File: src/rtl/plot_arbiter.sv
// Merges snake plots (FIFO-buffered), single food pixels and full-screen
// clears into one registered pixel-write stream for the VGA adapter.
module plot_arbiter #(
  parameter int         DEPTH        = 8,
  parameter logic [2:0] CLEAR_COLOUR = 3'b000,
  parameter int         X_MAX        = 159,
  parameter int         Y_MAX        = 119
) (
  input  logic       clk,
  input  logic       rst,
  input  logic [7:0] snake_x,
  input  logic [6:0] snake_y,
  input  logic [2:0] snake_colour,
  input  logic       snake_plot,
  input  logic [7:0] food_x,
  input  logic [6:0] food_y,
  input  logic [2:0] food_colour,
  input  logic       food_plot,
  input  logic       clear_req,
  output logic [7:0] vga_x,
  output logic [6:0] vga_y,
  output logic [2:0] vga_colour,
  output logic       vga_plot,
  output logic       clear_busy,
  output logic       overflow
);

  localparam int AW = $clog2(DEPTH);

  typedef enum logic {IDLE, CLEAR} state_e;

  typedef struct packed {
    logic [7:0] x;
    logic [6:0] y;
    logic [2:0] c;
  } pix_t;

  state_e        state_q, state_d;
  pix_t          mem_q [DEPTH];
  logic [AW-1:0] wr_ptr_q, wr_ptr_d, rd_ptr_q, rd_ptr_d;
  logic [AW:0]   cnt_q, cnt_d;
  pix_t          food_q, food_d;
  logic          food_full_q, food_full_d;
  logic [7:0]    x_cnt_q, x_cnt_d;
  logic [6:0]    y_cnt_q, y_cnt_d;
  pix_t          out_q, out_d;
  logic          vga_plot_q, vga_plot_d;
  logic          clear_busy_q, clear_busy_d;
  logic          overflow_q, overflow_d;
  logic          push, pop;

  always_comb begin
    state_d      = state_q;
    wr_ptr_d     = wr_ptr_q;
    rd_ptr_d     = rd_ptr_q;
    cnt_d        = cnt_q;
    food_d       = food_q;
    food_full_d  = food_full_q;
    x_cnt_d      = x_cnt_q;
    y_cnt_d      = y_cnt_q;
    out_d        = out_q;
    vga_plot_d   = 1'b0;
    clear_busy_d = clear_busy_q;
    overflow_d   = overflow_q;
    push         = 1'b0;
    pop          = 1'b0;
    case (state_q)
      IDLE: begin
        if (clear_req) begin
          // Clear wins outright: pending snake/food pixels are discarded.
          state_d      = CLEAR;
          clear_busy_d = 1'b1;
          wr_ptr_d     = '0;
          rd_ptr_d     = '0;
          cnt_d        = '0;
          food_full_d  = 1'b0;
          x_cnt_d      = '0;
          y_cnt_d      = '0;
        end else begin
          if (food_full_q) begin
            out_d       = food_q;
            vga_plot_d  = 1'b1;
            food_full_d = 1'b0;
          end else if (cnt_q != '0) begin
            pop        = 1'b1;
            out_d      = mem_q[rd_ptr_q];
            vga_plot_d = 1'b1;
            rd_ptr_d   = rd_ptr_q + AW'(1);
          end
          if (food_plot) begin
            food_full_d = 1'b1;
            food_d      = '{x: food_x, y: food_y, c: food_colour};
          end
          if (snake_plot) begin
            if (cnt_q != (AW+1)'(DEPTH) || pop) push = 1'b1;
            else                                overflow_d = 1'b1;
          end
          if (push) wr_ptr_d = wr_ptr_q + AW'(1);
          if (push && !pop)      cnt_d = cnt_q + (AW+1)'(1);
          else if (pop && !push) cnt_d = cnt_q - (AW+1)'(1);
        end
      end
      CLEAR: begin
        out_d      = '{x: x_cnt_q, y: y_cnt_q, c: CLEAR_COLOUR};
        vga_plot_d = 1'b1;
        if (x_cnt_q == 8'(X_MAX)) begin
          x_cnt_d = '0;
          if (y_cnt_q == 7'(Y_MAX)) begin
            y_cnt_d      = '0;
            state_d      = IDLE;
            clear_busy_d = 1'b0;
          end else begin
            y_cnt_d = y_cnt_q + 7'd1;
          end
        end else begin
          x_cnt_d = x_cnt_q + 8'd1;
        end
      end
      default: state_d = IDLE;
    endcase
  end

  always_ff @(posedge clk or negedge rst) begin
    if (!rst) begin
      state_q      <= IDLE;
      wr_ptr_q     <= '0;
      rd_ptr_q     <= '0;
      cnt_q        <= '0;
      food_q       <= '0;
      food_full_q  <= 1'b0;
      x_cnt_q      <= '0;
      y_cnt_q      <= '0;
      out_q        <= '0;
      vga_plot_q   <= 1'b0;
      clear_busy_q <= 1'b0;
      overflow_q   <= 1'b0;
    end else begin
      state_q      <= state_d;
      wr_ptr_q     <= wr_ptr_d;
      rd_ptr_q     <= rd_ptr_d;
      cnt_q        <= cnt_d;
      food_q       <= food_d;
      food_full_q  <= food_full_d;
      x_cnt_q      <= x_cnt_d;
      y_cnt_q      <= y_cnt_d;
      out_q        <= out_d;
      vga_plot_q   <= vga_plot_d;
      clear_busy_q <= clear_busy_d;
      overflow_q   <= overflow_d;
    end
  end

  // Storage needs no reset: validity is tracked by the pointers and count.
  always_ff @(posedge clk) begin
    if (push) mem_q[wr_ptr_q] <= '{x: snake_x, y: snake_y, c: snake_colour};
  end

  assign vga_x      = out_q.x;
  assign vga_y      = out_q.y;
  assign vga_colour = out_q.c;
  assign vga_plot   = vga_plot_q;
  assign clear_busy = clear_busy_q;
  assign overflow   = overflow_q;

endmodule
File: config.mk
export PLATFORM = sky130hd
export DESIGN_NAME = plot_arbiter
export DESIGN_NICKNAME = d
export VERILOG_FILES = /design/src/rtl/plot_arbiter.sv
export SDC_FILE = /design/constraint.sdc
export NUM_CORES = 1
export LEC_CHECK = 0
export ABC_AREA = 1
export BUFFER_PORTS_ARGS = -buffer_cell sky130_fd_sc_hd__buf_4
export CORE_UTILIZATION = 60
export CTS_CLUSTER_DIAMETER = 100
export CTS_CLUSTER_SIZE = 28
export DETAILED_ROUTE_END_ITERATION = 6
export PLACE_DENSITY = 0.79
export SKIP_CTS_REPAIR_TIMING = 1
export SLEW_MARGIN = 25
export SYNTH_ARGS = -nofsm -noshare
export SYNTH_HDL_FRONTEND = slang
export SYNTH_SLANG_ARGS = --single-unit
File: constraint.sdc
create_clock -name clk -period 2.75 [get_ports clk]
set_clock_uncertainty 0.05 [all_clocks]
set_input_delay 0.4125 -clock clk [delete_from_list [all_inputs] [get_ports clk]]
set_output_delay 0.4125 -clock clk [all_outputs]
set_load 0.005 [all_outputs]
Yosys cells after proc, flatten, opt, wreduce, memory -nomap -nowiden. Memory sizes are Yosys's and may differ from the RTL's. Cells that the tools add are included.

Output and inout port bits: 21. Memories: 1. Input bits: 41. Logic and storage cells: 96. Register bits after elaboration: 66. Memory bits (writable): 144.

Memories: mem_q (depth 8, width 18, read ports 1, clocked after Yosys merged registers in 0, write ports 1, line 39) `pix_t mem_q [DEPTH];`.

Add/subtract/negate cells: 6. Reductions and logical operators: 17. Mux-type cells: 44. Bitwise logic cells: 3. Equal/unequal tests: 9.

Operators by type and width (number): 18-bit two-way mux (3); 18-bit one-hot mux with 2 select lines (1); 1-bit two-way mux (22); 7-bit two-way mux (3); 8-bit two-way mux (2); 8-bit one-hot mux with 2 select lines (1); 3-bit two-way mux (5); 7-bit one-hot mux with 2 select lines (1); 4-bit two-way mux (3); 3-bit AND reduction (3); 8-bit by 1-bit adder with 8-bit output (second input constant) (1); 8-bit == test (second input constant) (1); 2-bit AND reduction (4); 7-bit by 1-bit adder with 7-bit output (second input constant) (1); 7-bit == test (second input constant) (1); 3-bit by 1-bit adder with 3-bit output (second input constant) (2); 2-bit inequality test (second input constant) (3); 1-bit one-hot mux with 2 select lines (3); 4-bit by 1-bit adder with 4-bit output (second input constant) (1); 2-bit by 1-bit inequality test with 1-bit output (second input constant) (2); 4-bit inequality test (second input constant) (1); 4-bit AND reduction (1); 2-bit nonzero test (2); 4-bit nonzero test (1); other kinds (7) (11).

Logic depth before layout (Yosys ltp). Gate-level depths: netlist (run 1).

Word-level depth: 15. Depth in mapped cells: 14.

Least setup slack after synthesis (run 1). No wires, ideal clock.

Path kind: register -> register. Start point: register state_q. End point: memory mem_q[0][0] in the netlist's numbering (enable). Clock period less this slack: 2.227 ns. Stages on the path, launching flop included: 6. Setup time: 0.393 ns. Setup slack: 0.523 ns. Data arrival time: 1.785 ns. Path buffers: 1. Cell sequence: dfrtp_1 buf_6 nor2_8 nand3_1 or2_1 nor2_1.

Longest elaborated chain between the ends: 3.

Ends and longest elaborated chain: from (decl) (line 38) `state_e state_q, state_d;`; from (signal assigned) (line 138) `state_q <= state_d;`; 1-bit two-way mux (line 67) `case (state_q)`; 1-bit two-way mux (line 155) `if (push) mem_q[wr_ptr_q] <= '{x: snake_x, y: snake_y, c: snake_colour};`; 1-bit two-way mux (not written as such) (line 155); to (decl) (line 39).

Every way passes these cells.

Worst setup path in the final report (run 1).
Start point: register food_full_q. End point: memory mem_q[4][11] in the netlist's numbering (enable).

Longest elaborated chain between the ends: 12.

Ends and longest elaborated chain: from (decl) (line 43) `logic food_full_q, food_full_d;`; from (signal assigned) (line 143) `food_full_q <= food_full_d;`; 1-bit two-way mux (line 80) `if (food_full_q) begin`; 1-bit two-way mux (line 69) `if (clear_req) begin`; 1-bit two-way mux (line 67); 1-bit logical OR (line 95) `if (cnt_q != (AW+1)'(DEPTH) || pop) push = 1'b1;`; 1-bit two-way mux (line 95); 1-bit two-way mux (line 94) `if (snake_plot) begin`; 1-bit two-way mux (line 69); 1-bit two-way mux (line 67); 1-bit two-way mux (line 69); 1-bit two-way mux (line 67); 1-bit two-way mux (line 155); 1-bit two-way mux (not written as such) (line 155).

Every way passes these cells. The select of a mux whose other input is x is not followed.

==> metrics, run 1 <==
flop2flop setup slack=0.40 ns; initial cell density of the core=61.42%; Power Density=607.0 nW/um2; routed wire length=19920 um; Sink Count=210; startpoint types=flop; RSZ-0062 raised after global routing=false; post-DP HPWL=13050 um; critical path required time=2.86 ns; Max clock buf depth=3; Area Growth Syn to Fin=9.529%; Netlist Area Pre-Place=9336 um2; VDD IR max=650.5 uV; initial antenna violation count=1; Final Hold Fails=17; core area=15200 um2; number of buffers inserted during clock tree synthesis=11; post-synthesis compound-gate area fraction=6.861%; Syn Inst Count=873; nets=973; GR Overflow Total=0; Die Ht=126.7 um; number of global-route vias before repair=6181; CTS tree=done; global-route wire length before repair=31520 um; synth top area cells=edfxtp_1 46%, dfrtp_1 18%, nand2_1 7.6%, nand3_1 5.6%, inv_1 3.3%; Critical Path AT=2.46 ns; Yosys reg bits=210; fmax=0.4251 GHz; Max Slew Vio Count=0; YS warnings=0; cell taking the most area after synthesis=edfxtp_1; Die X=126.7 um; Post-synth EDFFs=144; syn avg cell area=10.69 um2; DRC viols=0; Worst Reg-to-Reg Cells=5; XOR/XNOR share of the synthesized area=0.4690%; largest family of logic cells by synthesized area=simple AND/OR/NAND/NOR gates; register area share after synthesis=64.00%; Fillers=1181; io pins=62; Crit. End Element=flop; PnR worst setup slack=0.3979 ns; hold slack final=-0.01883 ns; post-route cell area=10230 um2; Clock Latency Late Sink=0.47 ns; Antenna diodes=0; dpl cell area=9923 um2; pre-CTS setup slack=0.4983 ns; final core utilization=67.27%; Pre-antenna DRT Iters=6; share of cells above drive strength 1=17.37%; endpoints failing setup=0; Critical Path Source=food_full_q; syn_nets=921; DRT iter0 DRCs=631; Fin Setup TNS=0 ns; H-Tree Depth=1; Vias/cell=5.778; row count=45; Setup crit end=mem_q[4][11]; Crit Path Max Fanout=15; Synth top area share=46.31%; Worst slew margin=35.52%; crit path time final=2.352 ns; Tightest Hold Check Type=in2async; FF/Latch Area=5977 um2; critical path type=reg2reg; Tcrit/Tclk final=85.53%; max_cap viols=0; P_leak=0.004191 uW; largest net degree at the start of global routing=96; Synth Flop Type=edfxtp_1; I/O Buffers=61; Post-DRT Antenna Nets=0; DR WL/cell=17.86 um; status=complete, but fails checks; vias=6442; Root Buffer=clkbuf_16; adder-cell share of the synthesized area=1.018%; failing checks=hold timing; Synth cell types=39; asr flop ratio synth=31.43%; clock slew at reported path FFs=0.10 ns; Reg-to-Reg Start=food_full_q; Worst-Margin Slew=0.9672 ns; simple-gate share of the synthesized area=19.35%; GR Util All Layers=25.48%; die area=16060 um2; post-synthesis mux area share=1.930%; RD Place Congestion=0.8811; multi-input logic area=2771 um2; Reg2Reg Capture Point=mem_q[4][11]
## sequential cells by signal, indices dropped and copies added, names as in the netlist
signal	flops
x_cnt_q	8
mem_q	144
food_q	18
state_q	1
vga_x	8
wr_ptr_q	3
vga_y	7
overflow	1
food_full_q	1
clear_busy	1
rd_ptr_q	3
vga_colour	3
vga_plot	1
y_cnt_q	7
cnt_q	4
## per-stage QoR
step | cells | total power [uW] | hold WS [ns]
detailed placement | 1100 | 4559 | 0.4289
floorplan | 873 | 4212 | 0.06691
global route | 1115 | 6447 | 0.05137
finish | 1115 | 6208 | -0.01883
CTS | 1115 | 6227 | 0.009762
global placement | 1100 | 4528 | 0.4253
## routing by layer
| layer | global-route usage, % | part of all wire, % | wire length [um] |
|---|---|---|---|
| met1 | 34.06 | 41 | 8203 |
| met2 | 43.32 | 49 | 9822 |
| met3 | 3.754 | 6.8 | 1356 |
| met4 | 8.333 | 2.6 | 522 |
| met5 | 0 | 0.060 | 12 |
## synthesized netlist by cell type (3+ instances only)
master      n
nand2_4     3
edfxtp_1  144
o21ai_1     3
nand2_2     8
inv_2       6
dfrtp_1    66
o211ai_1   23
ha_1        6
clkbuf_1    7
o21ai_0    29
mux2_2      4
or2_2       3
nand3_1   104
nand4_1     5
nor2_2     12
inv_1      82
nor2_1     70
buf_2      21
nand2_1   189
xnor2_1     3
mux2_4      9
buf_4       4
a21oi_2    13
a21oi_1    21
buf_6       8
o22ai_1    11
## final cells by class
class                           instances  area share, %
Inverter                               89          3.316
Clock buffer                           14          2.802
Multi-Input combinational cell        533          27.10
Clock inverter                          1         0.1591
Sequential cell                       210          58.45
Tap cell                              188          2.300
Timing Repair Buffer                   80          5.873
## cells by family after synthesis
| logic type | count (synthesis) |
|---|---|
| AND/OR/NAND/NOR | 405 |
| flip-flops | 210 |
| buffers and inverters | 130 |
| AO/OA/AOI/OAI | 103 |
| multiplexers | 13 |
| adder cells (fa/ha/maj) | 7 |
| XOR/XNOR | 5 |
## worst max-delay path, cell delays in order, from the launching register on
cell	delay, ns
dfrtp_1	0.60
nand4_1	0.25
nand3_1	0.15
or2_1	0.31
nor2_1	0.36
buf_4	0.32
## power breakdown
part | internal (uW) | switching, uW | total, uW
sequential | 3550 | 172 | 3720
clock | 757 | 954 | 1710
combinational | 359 | 418 | 778
## worst min path at each step
stage	startpoint	end	slack [ns]	cells after the start
CTS	rst	food_q[2]	0.01	1
global route	rst	vga_y[0]	0.05	1
finish	rst	food_q[2]	-0.02	1
global placement	vga_x[7]	vga_x[7]	0.43	2
detailed placement	vga_y[0]	vga_y[0]	0.43	2
floorplan	rst	clear_busy	0.07	0
## layout by cell type (no fill, tap or decap), types with 4 or more instances in the layout
master	netlist	routed
clkbuf_16	0	11
inv_1	82	82
a21oi_1	21	21
nand2_2	8	8
nand2_1	189	189
mux2_4	9	9
o22ai_1	11	11
mux2_2	4	4
dfrtp_1	66	65
nand4_1	5	5
ha_1	6	6
edfxtp_1	144	144
o21ai_0	29	29
a21oi_2	13	13
inv_2	6	6
o211ai_1	23	23
buf_4	4	80
nand3_1	104	104
nor2_1	70	68
nor2_2	12	14
No activity file was read; power rests on OpenSTA's default activity.
==> run 2, diff against run 1 <==
--- a/config.mk
+++ b/config.mk
@@ -5,7 +5,7 @@
 export SDC_FILE = /design/constraint.sdc
 export NUM_CORES = 1
 export LEC_CHECK = 0
-export ABC_AREA = 1
+export ABC_CLOCK_PERIOD_IN_PS = 2750
 export BUFFER_PORTS_ARGS = -buffer_cell sky130_fd_sc_hd__buf_4
 export CORE_UTILIZATION = 60
 export CTS_CLUSTER_DIAMETER = 100
==> metrics, run 2 <==
status=complete, but fails checks; failing checks=hold timing; flop2flop setup slack=0.34 ns (-0.06 ns); DRC viols=0 (unchanged); Worst slew margin=44.09% (+8.6 points); DRT iter0 DRCs=525 (-17%); Tcrit/Tclk final=87.70% (+2.2 points); Power Density=550.2 nW/um2 (-9.4%); startpoint types=flop; Crit. End Element=flop; fin cells=796 (-29%); Synth cell types=55 (+41%); Worst Reg-to-Reg Cells=8 (+3); fmax=0.4146 GHz (-2.5%); Reg2Reg Capture Point=cnt_q[3]; RSZ-0062 raised after global routing=false; Post-DRT Antenna Nets=0 (unchanged); GR Overflow Total=0 (unchanged); endpoints failing setup=0 (unchanged); Max clock buf depth=3 (unchanged); syn avg cell area=16.08 um2 (+50%); Synth Flop Type=edfxtp_1; VDD IR max=562.8 uV (-13%); max reg flops=144 (unchanged); Fin Setup TNS=0 ns (unchanged); Worst Path Buf+Inv=0 (-1); initial antenna violation count=0 (-1); number of buffers inserted during clock tree synthesis=11 (unchanged); max incr delay on CP=0.48 ns (-0.12 ns); most flop-heavy register=mem_q; post-route cell area=9811 um2 (-4.1%); cell taking the most area after synthesis=edfxtp_1; Clock Latency Late Sink=0.47 ns (about the same); FF/Latch Area=5978 um2 (about the same); io pins=62 (unchanged); Crit-path slowest cell=nor4_2; top flop regs=mem_q (144), food_q (18); YS warnings=0 (unchanged); Crit Path Max Fanout=6 (-9); Root Buffer=clkbuf_16; P_leak=0.003675 uW (-12%); Worst-Margin Slew=0.8387 ns (-0.1285 ns); largest net degree at the start of global routing=67 (-30%); Syn Inst Count=545 (-38%); Max Slew Vio Count=0 (unchanged); syn_nets=593 (-36%); post-DP HPWL=11850 um (-9.2%); die area=15090 um2 (-6.1%); number of global-route vias before repair=5123 (-17%); CTS tree=done; DR WL/cell=22.58 um (+26%); Vias/cell=6.245 (+8.1%); crit path time final=2.412 ns (+0.05957 ns); Die X=122.8 um (-3.1%); H-Tree Depth=1 (unchanged); row count=43 (-4.4%); I/O Buffers=61 (unchanged); vias=4971 (-23%); total design power=5398 uW (-13%); Pre-antenna DRT Iters=5 (-1); Critical Path AT=2.75 ns (+0.29 ns); global-route wire length before repair=27810 um (-12%); hold slack final=-0.04791 ns (-0.02909 ns); Tightest Hold Check Type=in2async; Die Ht=122.8 um (-3.1%); most common cell after layout, fill and taps aside=edfxtp_1; GR Util All Layers=25.15% (-0.34 points); critical path required time=3.09 ns (+0.23 ns); Synth top area share=49.36% (+3.0 points); asr flop ratio synth=31.43% (unchanged); most used cells in the layout excluding fill and tap cells=144 x edfxtp_1, 81 x buf_4, 64 x dfrtp_1, 36 x mux4_2; delay-heaviest family, CP=simple AND/OR/NAND/NOR gates; most instantiated cells after synthesis=144 x edfxtp_1, 66 x dfrtp_1, 36 x mux4_2, 35 x nand2_1, 35 x nor2_1; cells along the critical path=nor4_2 -> o21ai_2 -> ha_1 -> a21o_1 -> a21oi_1 -> xnor2_1 -> or3_1 -> o21ai_1; core area=14040 um2 (-7.6%); most frequent cell after synthesis=edfxtp_1; clock slew at reported path FFs=0.11 ns (about the same); routed wire length=17980 um (-9.7%); synth top area cells=edfxtp_1 49%, dfrtp_1 19%, mux4_2 9.3%, mux2_2 2.3%, o21ai_0 1.8%; Yosys reg bits=210 (unchanged); Netlist Area Pre-Place=8761 um2 (-6.2%); Post-synth EDFFs=144 (unchanged); RD Place Congestion=0.8139 (-7.6%); dpl cell area=9487 um2 (-4.4%); Critical Path Source=cnt_q[1]; Sink Count=210 (unchanged); Antenna diodes=0 (unchanged); nets=662 (-32%); multi-input logic area=2600 um2 (-6.2%); register area share after synthesis=68.21% (+4.2 points); Placed Cells incl. Taps=781 (-29%); final core utilization=69.87% (+2.6 points); share of cells above drive strength 1=28.41% (+11 points); Fillers=909 (-23%); critical path type=reg2reg; Area Growth Syn to Fin=11.98%; max_cap viols=0 (unchanged); Final Hold Fails=13 (-4); Reg-to-Reg Start=cnt_q[1]; initial cell density of the core=62.39% (+0.97 points)
run 2: worst reg2reg max path: cells and delay by family (launching register included):
kind / cells / cell delay, ns
adder cells (fa/ha/maj): 1 / 0.30
AO/OA/AOI/OAI: 4 / 0.64
AND/OR/NAND/NOR: 2 / 0.79
XOR/XNOR: 1 / 0.10
flip-flops: 1 / 0.46
run 2: metrics by stage:
stage / worst slack, ns / hold WS (ns)
after global routing: 0.2214 / 0.01859
after CTS: 0.3759 / 0.01629
after global placement: 0.5282 / 0.3905
final: 0.3383 / -0.04791
after detailed placement: 0.4024 / 0.4244
after floorplan: 0.4518 / 0.06691
run 2: how the worst max path moves through the flow:
stage,end,cells after the start
after floorplan,mem_q[4][0],4
after global placement,cnt_q[3],8
after detailed placement,cnt_q[3],8
after CTS,cnt_q[3],8
after global routing,cnt_q[3],8
final,cnt_q[3],8
run 2: power breakdown:
part	total, uW	internal, uW	switching, uW
logic	194	85.6	108
registers	3410	3400	16.6
clock network	1790	842	948
run 2: cell type report:
class / count / share of cell area [%]
well taps: 180 / 2.296
inverters: 8 / 0.3571
clock buffers: 13 / 2.882
clock inverters: 2 / 0.4209
flip-flops and latches: 210 / 60.94
repair buffers: 83 / 6.606
multi-input cells: 300 / 26.50
run 2: cells by family after synthesis:
group / share of synthesized area [%]
simple gates: 6.356
compound gates: 7.941
xor+xnor: 0.8998
flops: 68.21
buf+inv: 2.228
fa+ha+maj: 1.085
mux: 13.28
run 2: metal layers:
layer / part of all wire (%) / vias to the layer above / GRT usage (%)
li1: - / 2227 / -
met1: 42 / 2543 / 34.20
met2: 50 / 167 / 42.31
met3: 5.3 / 34 / 3.485
met4: 2.6 / 0 / 8.003
met5: 0 / - / 0
==> run 3, diff against run 2 <==
--- a/config.mk
+++ b/config.mk
@@ -12,6 +12,7 @@
 export CTS_CLUSTER_SIZE = 28
 export DETAILED_ROUTE_END_ITERATION = 6
 export PLACE_DENSITY = 0.79
+export RECOVER_POWER = 100
 export SKIP_CTS_REPAIR_TIMING = 1
 export SLEW_MARGIN = 25
 export SYNTH_ARGS = -nofsm -noshare
==> metrics, run 3 (synthesis results as in run 2) <==
status=complete, but fails checks; failing checks=capacitance limit, slew limit; Hold Crit Start=food_y[2]; delay-heaviest family, CP=simple AND/OR/NAND/NOR gates; Die Ht=122.8 um (unchanged); Critical Path AT=2.81 ns (+0.06 ns); multi-input logic area=2567 um2 (-1.3%); Comb pwr share=3.3% (-0.3 points); Worst Reg-to-Reg Cells=8 (unchanged); P_leak=0.003553 uW (-3.3%); Placed Cells incl. Taps=781 (unchanged); I/O Buffers=61 (unchanged); DRC viols=0 (unchanged); Worst slew margin=-8.973% (-53 points); most frequent CP cell=o21ai_1; Pre-antenna DRT Iters=5 (unchanged); crit path time final=2.465 ns (+0.05373 ns); nets=662 (unchanged); clock network power share=33.1% (about the same); share of cells above drive strength 1=23.38% (-5.0 points); most used cells in the layout excluding fill and tap cells=144 x edfxtp_1, 64 x dfrtp_1, 36 x nor2_1, 36 x mux4_2, 35 x nand2_1; number of global-route vias before repair=5123 (unchanged); startpoint types=flop; core area=14040 um2 (unchanged); Worst Hold Depth=2; vias=5001 (+0.60%); Tightest Hold Check Type=in2reg; Worst path depth=8 (unchanged); sequential share of power=63.5% (+0.3 points); top flop regs=mem_q (144), food_q (18); Clock Latency Late Sink=0.47 ns (about the same); Sink Count=210 (unchanged); number of buffers inserted during clock tree synthesis=11 (unchanged); fin cells=796 (unchanged); post-DP HPWL=11850 um (unchanged); fmax=0.4056 GHz (-2.2%); GR Overflow Total=0 (unchanged); most flop-heavy register=mem_q; Crit Path Max Fanout=6 (unchanged); die area=15090 um2 (unchanged); Crit-path slowest cell=dfrtp_1; P_int=4311 uW (-0.32%); Worst-Margin Slew=1.635 ns (+0.7959 ns); critical path type=reg2reg; uppermost routed layer=met4; Post-DRT Antenna Nets=0 (unchanged); critical path required time=3.09 ns (about the same); RSZ-0062 raised after global routing=false; Fin Setup TNS=0 ns (unchanged); VDD IR max=561.5 uV (-0.23%); Root Buffer=clkbuf_16; Reg2Reg Capture Point=cnt_q[3]; RD Place Congestion=0.8139 (unchanged); met1 wire length=7382 um (-2.4%); initial cell density of the core=62.39% (unchanged); endpoints failing setup=0 (unchanged); Antenna diodes=0 (unchanged); Reg-to-Reg Start=cnt_q[1]; flop2flop setup slack=0.28 ns (-0.05 ns); clock slew at reported path FFs=0.11 ns (about the same); GR Util All Layers=25.15% (unchanged); global-route wire length before repair=27810 um (unchanged); DR WL/cell=22.55 um (-0.13%); routed wire length=17950 um (-0.13%); CTS tree=done; most common cell after layout, fill and taps aside=edfxtp_1; largest net degree at the start of global routing=67 (unchanged); max reg flops=144 (unchanged); Worst Path Buf+Inv=0 (unchanged); Power Density=557.1 nW/um2 (+1.2%); H-Tree Depth=1 (unchanged); Final Hold Fails=0 (-13); initial antenna violation count=0 (unchanged); Crit. End Element=flop; Sw Ratio=19.76% (-0.11 points); Vias/cell=6.283 (+0.60%); Die X=122.8 um (unchanged); Met3 Routed Length=1097 um (+16%); DRT iter0 DRCs=529 (+0.76%); Tcrit/Tclk final=89.65% (+2.0 points); FF/Latch Area=5978 um2 (unchanged); P_sw=1062 uW (-1.0%); Fillers=950 (+4.5%); row count=43 (unchanged); met2 wire len=9032 um (+0.41%); io pins=62 (unchanged); max incr delay on CP=0.46 ns (-0.02 ns); hold endpoint=food_q[5]; cells along the critical path=nor4_2 -> o21ai_1 -> ha_1 -> a21o_1 -> a21oi_1 -> xnor2_1 -> or3_1 -> o21ai_1; Area Growth Syn to Fin=10.10%; Max clock buf depth=3 (unchanged); max_cap viols=1 (+1); Max Slew Vio Count=67 (+67)
## run 3: cell types whose count changed in the layout (fill, tap and decap cells not counted), moves of 2 or more
cell | before | now
buf_4 | 81 | 26
clkbuf_1 | 2 | 26
clkbuf_4 | 0 | 20
clkbuf_2 | 0 | 12
o21ai_0 | 31 | 34
o21ai_1 | 4 | 2
## run 3: final cells by class
| cell class | instances | area share [%] |
|---|---|---|
| sequential | 210 | 61.98 |
| multi-input combinational | 300 | 26.62 |
| timing repair buffer | 83 | 5.344 |
| clock buffer | 13 | 2.932 |
| tap | 180 | 2.335 |
| clock inverter | 2 | 0.4281 |
| inverter | 8 | 0.3632 |
## run 3: worst max-delay path by stage
stage	startpoint	end	slack, ns
final	cnt_q[1]	cnt_q[3]	0.28
after CTS	cnt_q[3]	cnt_q[3]	0.38
after global routing	state_q	mem_q[7][8]	0.15
after detailed placement	cnt_q[3]	cnt_q[3]	0.40
after floorplan	state_q	mem_q[4][0]	0.45
after global placement	cnt_q[3]	cnt_q[3]	0.53
## run 3: through the flow
step	worst slack (ns)	power (uW)	area [um2]	utilization (%)	hold slack, ns
floorplan	0.4518	3561	8771	-	0.06691
global placement	0.5282	3668	9487	67.56	0.3905
detailed placement	0.4024	3678	9487	67.56	0.4244
CTS	0.3759	5430	9811	69.87	0.01629
global route	0.1507	5528	9646	68.69	0.1081
finish	0.2846	5373	9646	68.69	0.1181
## run 3: layer usage
layer  global-route usage, %  vias up
met5                       0        -
met4                   8.003        0
met3                   3.485       33
met2                   42.31      204
met1                   34.20     2543
li1                        -     2221
## run 3: power by group through the flow
stage | Clock (uW) | Combinational, uW | Sequential, uW
2_1_floorplan | 0 | 83.0 | 3480
3_3_place_gp | 0 | 186 | 3480
3_5_place_dp | 0 | 195 | 3480
4_1_cts | 1820 | 196 | 3410
5_1_grt | 1910 | 199 | 3420
6_report | 1780 | 179 | 3410
